`src/rtl/cdc_handshake_tx.sv`:
```
// Sender half of a four-phase req/ack CDC link.
// Holds tx_data stable while req/ack complete a full handshake.
module cdc_handshake_tx #(
  parameter int DATA_WIDTH     = 8,
  parameter int TIMEOUT_CYCLES = 255
) (
  input  logic                  clk,
  input  logic                  rst,
  input  logic                  send_valid,
  input  logic [DATA_WIDTH-1:0] send_data,
  output logic                  send_ready,
  output logic                  req,
  output logic [DATA_WIDTH-1:0] tx_data,
  input  logic                  ack_async,
  output logic                  done,
  output logic                  err,
  input  logic                  clr_err
);

  localparam int CW = $clog2(TIMEOUT_CYCLES + 1);
  localparam logic [CW-1:0] CNT_LAST = CW'(TIMEOUT_CYCLES - 1);

  typedef enum logic [1:0] {
    S_IDLE,
    S_REQ,
    S_REL,
    S_ERR
  } state_e;

  state_e                  state_q, state_d;
  logic                    req_q, req_d;
  logic [DATA_WIDTH-1:0]   data_q, data_d;
  logic [CW-1:0]           cnt_q, cnt_d;
  logic                    done_q, done_d;
  logic                    err_q, err_d;
  logic                    ack_meta_q;
  logic                    ack_sync_q;
  logic                    tmo;

  // Only ack_sync_q may be used by the FSM.
  always_ff @(posedge clk or posedge rst) begin
    if (rst) begin
      ack_meta_q <= 1'b0;
      ack_sync_q <= 1'b0;
    end else begin
      ack_meta_q <= ack_async;
      ack_sync_q <= ack_meta_q;
    end
  end

  always_ff @(posedge clk or posedge rst) begin
    if (rst) begin
      state_q <= S_IDLE;
      req_q   <= 1'b0;
      data_q  <= '0;
      cnt_q   <= '0;
      done_q  <= 1'b0;
      err_q   <= 1'b0;
    end else begin
      state_q <= state_d;
      req_q   <= req_d;
      data_q  <= data_d;
      cnt_q   <= cnt_d;
      done_q  <= done_d;
      err_q   <= err_d;
    end
  end

  assign tmo = (cnt_q == CNT_LAST);

  always_comb begin
    state_d    = state_q;
    req_d      = req_q;
    data_d     = data_q;
    cnt_d      = cnt_q;
    done_d     = 1'b0;
    err_d      = err_q;
    send_ready = 1'b0;
    unique case (state_q)
      S_IDLE: begin
        send_ready = !ack_sync_q;
        if (send_valid && !ack_sync_q) begin
          data_d  = send_data;
          req_d   = 1'b1;
          cnt_d   = '0;
          state_d = S_REQ;
        end
      end
      S_REQ: begin
        if (ack_sync_q) begin
          req_d   = 1'b0;
          cnt_d   = '0;
          state_d = S_REL;
        end else if (tmo) begin
          req_d   = 1'b0;
          err_d   = 1'b1;
          state_d = S_ERR;
        end else begin
          cnt_d = cnt_q + CW'(1);
        end
      end
      S_REL: begin
        if (!ack_sync_q) begin
          done_d  = 1'b1;
          state_d = S_IDLE;
        end else if (tmo) begin
          req_d   = 1'b0;
          err_d   = 1'b1;
          state_d = S_ERR;
        end else begin
          cnt_d = cnt_q + CW'(1);
        end
      end
      S_ERR: begin
        req_d = 1'b0;
        // A clear is dropped while the remote still holds ack.
        if (clr_err && !ack_sync_q) begin
          err_d   = 1'b0;
          state_d = S_IDLE;
        end
      end
      default: begin
        req_d   = 1'b0;
        state_d = S_IDLE;
      end
    endcase
  end

  assign req     = req_q;
  assign tx_data = data_q;
  assign done    = done_q;
  assign err     = err_q;

endmodule

```
`config.mk`:
```
export PLATFORM = sky130hd
export DESIGN_NAME = cdc_handshake_tx
export DESIGN_NICKNAME = d
export VERILOG_FILES = /design/src/rtl/cdc_handshake_tx.sv
export SDC_FILE = /design/constraint.sdc
export NUM_CORES = 1
export LEC_CHECK = 0
export CAP_MARGIN = 25
export CORE_MARGIN = 2
export CORE_UTILIZATION = 45
export DETAILED_ROUTE_END_ITERATION = 7
export GPL_TIMING_DRIVEN = 0
export PLACE_DENSITY = 0.79
export SYNTH_ARGS = -nofsm -noshare
export SYNTH_HDL_FRONTEND = slang
export SYNTH_SLANG_ARGS = --single-unit
export TNS_END_PERCENT = 50
```
`constraint.sdc`:
```
create_clock -name clk -period 1.8 [get_ports clk]
set_input_delay 0.27 -clock clk [delete_from_list [all_inputs] [get_ports clk]]
set_output_delay 0.27 -clock clk [all_outputs]
set_load 0.05 [all_outputs]
```
# == Word-level counts from Yosys, hierarchy flattened ==
# Cells that the tools add are included.
# word_totals
reg_bits,23
latchBits,0
ramBits,0
mem_bits_ro,0
input_bits,13
out_inout_bits,12
wordCells,52
mem_count,0
# op_classes
add_sub_neg,1
multipliers,0
n_div,0
order_cmp,0
eq_ne,8
shifts,0
mux,24
n_bitwise,0
n_reduce_logical,11
# op_table
op,count
8-bit 2-to-1 mux,4
8-bit one-hot mux with 3 select lines,1
1-bit 2-to-1 mux,11
2-bit 2-to-1 mux,5
8-bit by 1-bit adder with 8-bit output (second input constant),1
8-bit == test (second input constant),1
2-bit != test (second input constant),4
2-bit one-hot mux with 4 select lines,1
2-bit AND reduction,3
3-bit nonzero test,2
2-bit == test (second input constant),2
1-bit one-hot mux with 4 select lines,1
4-bit AND reduction,1
1-bit one-hot mux with 3 select lines,1
3-bit AND reduction,1
2-bit by 1-bit == test with 1-bit output (second input constant),1
1-bit logical AND,2
2-bit zero test,1
1-bit zero test,1

# == Depth between registers and ports, before layout ==
# Gate-level depths: netlist (run 1).
# logic_depth
ltp_word,4
ltp_mapped,7
mapped_depth_nobuf,6

# == Least setup slack after synthesis (run 1) ==
# OpenSTA, ideal clock, no wires.
# synth_timing
path_type,register -> register
startpoint,reg state_q[0]
endpoint,"reg data_q[0], in the netlist tx_data[0]"
setup_time_ps,125
t_arrival_ps,2207
required_ps,1675
setup_slack_ps,-532
stages_incl_launch_ff,6
path_buffers,0
synth_period_minus_slack_ps,2332
path_cell_list,dfrtp_1 inv_1 ha_1 nor2b_1 nand2_1 mux2_2
# synth_via
elab_chain_len,2
# synth_rtl
element,line_no,text
"start, declared",30,"state_e state_q, state_d;"
"start signal, assigned",60,state_q <= state_d;
2-bit zero test,79,unique case (state_q)
2-bit AND reduction (no line),n/a,
"end signal, assigned",62,data_q <= data_d;
"end, declared",32,"logic [DATA_WIDTH-1:0] data_q, data_d;"
# Every way passes these cells.
# A chain may end at the register's enable or synchronous reset.

# == Worst setup path in the final report (run 1) ==
# layout_timing
startpoint,"reg done_q, in the netlist done"
endpoint,out done
# layout_rtl
element,line_no,text
"start, declared",34,"logic done_q, done_d;"
"start signal, assigned",64,done_q <= done_d;
"end, declared",15,"output logic done,"
# No word-level cell between the ends.

==> results by group, run 1 <==
Setup path
  • Crit Path Max Fanout: 1
  • CP bufs+invs: 1
  • Slowest-stage cell, CP: clkdlybuf4s50_1
  • R2r endpoint: cnt_q[0]
  • CP cell instances: clkdlybuf4s50_1
  • Worst setup EP type: primary output
  • Req. time, crit path: 1.53 ns
  • CP startpoint kind: register
  • CP max stage delay: 0.79 ns
  • Reg2Reg Depth: 5
  • Worst EP arrival: 1.46 ns
  • WS Path Type: register to primary output
  • FF-to-FF Start: state_q[1]
  • Flop2flop setup slack: 0.09 ns
  • CP delay by family, top: buffers and inverters

Yosys
  • Cell area after synthesis: 1210 um^2
  • XOR/XNOR share of the synthesized area: 0
  • Largest family of logic cells by synthesized area: compound AO/OA/AOI/OAI gates
  • Compound-cell area share of the yosys netlist: 0.212
  • Mux cell area share after synthesis: 0.0829
  • #FFs+latches synth: 23
  • Cell variety after synth: 34
  • Average size of a mapped cell: 10.9 um^2
  • Post-synthesis adder-cell area fraction: 0.0829
  • Post-synthesis sequential area ratio: 0.477
  • Yosys warnings: 0
  • Synth Area in Simple Gates: 0.113
  • Syn Nets: about 130
  • Syn Inst Count: between 100 and 150

Die
  • Starting density of the core: 0.483
  • IO Pins: 25
  • Rows: 18
  • Full die area: 3110 um^2
  • Die height: 55.8 um
  • Die Wd: 55.8 um
  • Area of the core: between 2000 and 2500 um^2

Timing
  • Hold Violations, Final: 0
  • Period utilization: 0.962
  • Max frequency: 578 MHz
  • Slew headroom: 0.431
  • Clk_skew: 0.00151 ns
  • Pins Over Slew Limit: 0
  • Setup-failing EPs final: 0
  • Min Tclk post-route: about 1.7 ns
  • RSZ-0062 raised after global routing: false
  • Slew @ Worst Pin: 0.853 ns

Pwr
  • Static Leak: 0.775 nW
  • Max VDD drop: 0.00110 V
  • Pwr dens: 1480 nW/um^2
  • Tot Pwr: 2.36 mW

Clock network
  • Cts hold-fix bufs: 0
  • H-tree depth: 1
  • Number of CTS-inserted buffers: 3
  • Sink Count: 23
  • Clk_lat worst skew: ~0.33 ns
  • Worst-case clock buffer depth: 2
  • Root Driver: clkbuf_4
  • CTS tree: done
  • Clock slew at reported path FFs: 0.14 ns

Placed design
  • Placer Congestion: 0.814
  • PortBufs: 24
  • HPWL after DPL: 1850 um
  • Placed cells: 165

Final layout
  • Layout cells sized above 1: 0.227
  • Area growth, synth to finish: 32.3%
  • FILL cells: 195
  • Post-Layout Cell Count: 171
  • Number of inserted diodes: 0
  • Final #Nets: 163

Hold path
  • HP Start: ack_async
  • Hold endpoint: ack_meta_q
  • Hold depth: 1
  • Hold Crit Class: primary input to register

Detailed routing
  • DRC Markers: 0
  • DRT Pass-1 Iters: 4
  • Antenna viol nets, final: 0
  • Post-Route WL: 2570 um
  • Vias per cell: approximately 5.8
  • WL/cell: 15.0 um
  • Initial DRC count: 22
  • Via count: 991

Status
  • Status: complete, no violations

GRT
  • Initial antenna violation count: 0
  • Overall Global Routing Usage: 0.172
  • Overflow left after global routing: 0
  • First-pass GRT wire length: 4260 um
  • Vias in the first global route: 1011
  • Pin count of the biggest net entering global routing: 24

Run
  • Maxcap violations: 0
==> where the power goes <==
part / internal (mW) / total (mW) / leakage [nW] / switching (mW)
combinational: 0.545 / 1.37 / 0.467 / 0.828
sequential: 0.650 / 0.728 / 0.294 / 0.0779
clock: 0.0852 / 0.263 / 0.0139 / 0.178
total: 1.28 / 2.36 / 0.775 / 1.08
==> logic make-up after synthesis <==
| family | count (synthesis) |
|---|---|
| muxes | 9 |
| adders and majority gates | 8 |
| buffers and inverters | 8 |
| DFF | 23 |
| AOI/OAI and AO/OA | 39 |
| and+or+nand+nor | 24 |
==> layout by cell type, fill, tap and decap left out, types with 2 or more instances in the layout <==
| cell | n |
|---|---|
| a21o_1 | 2 |
| a21oi_1 | 12 |
| a22oi_1 | 2 |
| a31o_2 | 2 |
| and2_1 | 2 |
| buf_4 | 4 |
| clkbuf_4 | 3 |
| clkdlybuf4s50_1 | 13 |
| dfrtp_1 | 23 |
| dlygate4sd2_1 | 2 |
| dlymetal6s2s_1 | 8 |
| ha_1 | 6 |
| ha_4 | 2 |
| inv_1 | 4 |
| inv_2 | 2 |
| mux2_2 | 8 |
| nand2_1 | 3 |
| nand3_1 | 4 |
| nand4_1 | 2 |
| nor2_1 | 3 |
| nor2b_2 | 2 |
| o21ai_0 | 6 |
| o31ai_1 | 2 |
==> what timing repair did <==
action,4_1_cts,5_1_grt
gates cloned,0,0
buffers inserted,2,0
setup endpoints to repair,11,19
pin swaps,1,3
gates resized for setup,11,21
==> routing by layer <==
layer | wire length, um | global-route usage
met4 | 38 | 0.0557
met5 | 0 | 0
met1 | 1110 | 0.194
met3 | 179 | 0.0651
met2 | 1240 | 0.298
==> stage by stage <==
| stage | cell area (um^2) | TNS (ns) | hold WS [ns] | setup slack (ns) | utilization |
|---|---|---|---|---|---|
| 3_3_place_gp | 1490 | -0.401 | 0.334 | -0.235 | 0.597 |
| 2_1_floorplan | 1210 | 0 | 0.272 | 0.0371 | - |
| 6_report | 1600 | 0 | 0.364 | 0.0685 | 0.639 |
| 4_1_cts | 1540 | 0 | 0.352 | 0.00288 | 0.615 |
| 5_1_grt | 1600 | 0 | 0.371 | 0.00708 | 0.639 |
| 3_5_place_dp | 1490 | -0.517 | 0.339 | -0.258 | 0.597 |
==> area by class of cell <==
type / instances / area (um^2) / share of cell area
Buffer: 2 / 18.8 / 0.0117
Sequential cell: 23 / 576 / 0.360
Clock buffer: 3 / 22.5 / 0.0141
Inverter: 6 / 22.5 / 0.0141
Tap cell: 30 / 37.5 / 0.0235
Timing Repair Buffer: 26 / 270 / 0.169
Multi-Input combinational cell: 80 / 643 / 0.403
Clock inverter: 1 / 7.51 / 0.00470
==> Yosys cell counts <==
cell,count,area [um^2]
a21o_1,2,15.0
buf_2,1,5.00
nor4_1,1,6.26
a22o_1,1,8.76
o22ai_1,1,6.26
mux2_2,8,90.1
nand2_1,3,11.3
a22oi_1,2,15.0
a31oi_1,1,6.26
a2bb2oi_1,1,8.76
inv_1,6,22.5
a31o_2,2,17.5
nand2b_4,1,13.8
o31ai_1,2,15.0
nor2_1,4,15.0
nor4b_1,1,8.76
or2_1,1,6.26
a21oi_1,12,60.1
o21a_1,2,15.0
nor3_1,1,5.00
dfrtp_1,23,576
and2_1,2,12.5
o2bb2ai_1,1,8.76
nand3_1,4,20.0
ha_1,8,100
nand4_1,2,12.5
a211oi_1,2,15.0
o21ai_0,8,40.0
nor2b_1,3,18.8
nand2b_1,1,6.26
o41ai_2,1,16.3
mux2i_1,1,10.0
buf_6,1,11.3
a211o_1,1,8.76
==> flip-flops by register name, summed over array words and instances, names as in the netlist <==
register,flops
cnt_q,8
tx_data,8
state_q,2
req,1
ack_sync_q,1
done,1
err,1
ack_meta_q,1
==> worst max path at each step <==
stage / startpoint / end / slack, ns / cells after the start
floorplan: state_q[0] / tx_data[0] / 0.04 / 5
global placement: state_q[0] / send_ready / -0.24 / 4
detailed placement: state_q[0] / send_ready / -0.26 / 4
CTS: state_q[1] / send_ready / 0.003 / 4
global route: state_q[0] / cnt_q[0] / 0.007 / 6
finish: done / done / 0.07 / 1
Note: power is estimated with default switching activity, not from simulation.
==> inputs of run 2 (changes only) <==
- REMOVE_ABC_BUFFERS: not set -> 1
==> results by group, run 2 (same netlist as run 1, synthesis figures left out) <==
Placed design
  • Placed cells: 164
  • HPWL after DPL: 1880 um
  • PortBufs: 24
  • Placer Congestion: around 0.84
  • Area after DPL: 1470 um^2

Detailed routing
  • Post-Route WL: around 2800 um
  • DRC Markers: 0
  • WL/cell: 16.2 um
  • Initial DRC count: 27
  • Antenna viol nets, final: 0
  • Via count: 1002
  • DRT Pass-1 Iters: 4
  • Vias per cell: 5.79

Die
  • IO Pins: 25
  • Starting density of the core: 0.483
  • Rows: 18
  • Area of the core: ~2500 um^2
  • Full die area: 3110 um^2
  • Die height: 55.8 um
  • Die Wd: 55.8 um

GRT
  • Overall Global Routing Usage: 0.181
  • Pin count of the biggest net entering global routing: 24
  • Initial antenna violation count: 0
  • Overflow left after global routing: 0
  • First-pass GRT wire length: approximately 4500 um
  • Vias in the first global route: 960

Final layout
  • Final #Nets: between 150 and 200
  • Layout cells sized above 1: 0.231
  • Area growth, synth to finish: 33.4%
  • Post-Layout Cell Count: 173
  • Final core occ: 0.644
  • Most frequent cells in the layout: dfrtp_1, clkdlybuf4s50_1, a21oi_1
  • Design Area, Final: between 1500 and 2000 um^2
  • Number of inserted diodes: 0
  • Most common cell after layout, fill and taps aside: dfrtp_1

Timing
  • Hold Violations, Final: 0
  • Setup-failing EPs final: 0
  • RSZ-0062 raised after global routing: false
  • Pins Over Slew Limit: 0
  • Min Tclk post-route: between 1.5 and 2 ns
  • Clk_skew: around 0.0024 ns
  • Max frequency: 572 MHz
  • Slew @ Worst Pin: 0.873 ns
  • Slew headroom: 0.417
  • Period utilization: 0.972

Pwr
  • Net Sw Power: 1.09 mW
  • Comb power frac: 0.596
  • Internal power: 1.33 mW
  • Tot Pwr: 2.42 mW
  • Sw Share: 0.450
  • Pwr dens: 1500 nW/um^2
  • Clock share of power: 0.101
  • Max VDD drop: between 0.001 and 0.0015 V
  • Static Leak: approximately 0.77 nW
  • Seq pwr share: 0.303

Setup path
  • Worst EP arrival: between 1 and 1.5 ns
  • CP startpoint kind: register
  • WS Path Type: register to primary output
  • R2r endpoint: cnt_q[6]
  • CP delay by family, top: buffers and inverters
  • Worst setup EP type: primary output
  • FF-to-FF Start: state_q[1]
  • Reg2Reg Depth: 5
  • CP bufs+invs: 1
  • Slowest-stage cell, CP: clkdlybuf4s50_1
  • Crit Path Max Fanout: 2
  • Req. time, crit path: 1.53 ns
  • Flop2flop setup slack: 0.07 ns
  • CP cell instances: clkdlybuf4s50_1
  • CP max stage delay: ~0.80 ns
  • CP startpoint: tx_data[3]

Hold path
  • Hold Crit Class: register to register
  • Hold depth: 0
  • Hold endpoint: ack_sync_q
  • HP Start: ack_meta_q

Clock network
  • Number of CTS-inserted buffers: 3
  • CTS tree: done
  • Clock slew at reported path FFs: 0.13 ns
  • Root Driver: clkbuf_4
  • Cts hold-fix bufs: 0
  • Sink Count: 23
  • Clk_lat worst skew: 0.31 ns
  • H-tree depth: 1
  • Worst-case clock buffer depth: 2

Run
  • Maxcap violations: 0

Status
  • Status: complete, no violations
==> run 2: cell count changes in the layout (fill, tap and decap cells not counted), sizes merged <==
cell	change
dlygate4sd2	-1
clkinvlp	-1
clkdlybuf4s50	+1
clkinv	+1
buf	+2
==> run 2: what timing repair did <==
action / CTS / global route
buffers inserted: 1 / 4
pin swaps: 2 / 1
setup endpoints to repair: 10 / 26
hold endpoints to repair: 0 / 0
resized for setup: 16 / 16
==> run 2: area by class of cell <==
cell class / instances / area, um^2
clock buffers: 3 / 22.5
clock inverters: 1 / 5.00
fillers: 213 / 890
inverters: 6 / 22.5
multi-input cells: 80 / 642
flip-flops and latches: 23 / 576
well taps: 30 / 37.5
repair buffers: 30 / 305
==> run 2: worst max-delay path by stage <==
stage | to | slack (ns) | depth (start not counted)
after global routing | cnt_q[2] | 0.002 | 8
after floorplan | tx_data[0] | -0.53 | 5
final | tx_data[3] | 0.05 | 1
after global placement | cnt_q[0] | -0.77 | 6
after CTS | send_ready | -0.01 | 4
after detailed placement | cnt_q[0] | -0.34 | 7
==> run 2: per-stage QoR <==
stage | hold WS [ns] | setup slack (ns) | setup TNS, ns
6_report | 0.371 | 0.0504 | 0
5_1_grt | 0.379 | 0.00185 | 0
4_1_cts | 0.371 | -0.0118 | -0.0118
3_5_place_dp | 0.342 | -0.344 | -1.88
3_3_place_gp | 0.336 | -0.766 | -4.26
2_1_floorplan | 0.272 | -0.533 | -5.72
==> run 2: power by group through the flow <==
stage / clock, mW / combinational (mW) / sequential (mW)
3_5_place_dp: 0 / 1.25 / 0.753
2_1_floorplan: 0 / 0.496 / 1.11
5_1_grt: 0.280 / 1.52 / 0.753
4_1_cts: 0.252 / 1.32 / 0.736
3_3_place_gp: 0 / 1.21 / 0.737
6_report: 0.244 / 1.44 / 0.734
==> run 2: metal layers <==
layer | global-route usage | part of all wire
met5 | 0 | 0
met4 | 0.0383 | 0.0061
met3 | 0.0512 | 0.035
met2 | 0.327 | 0.53
met1 | 0.214 | 0.43
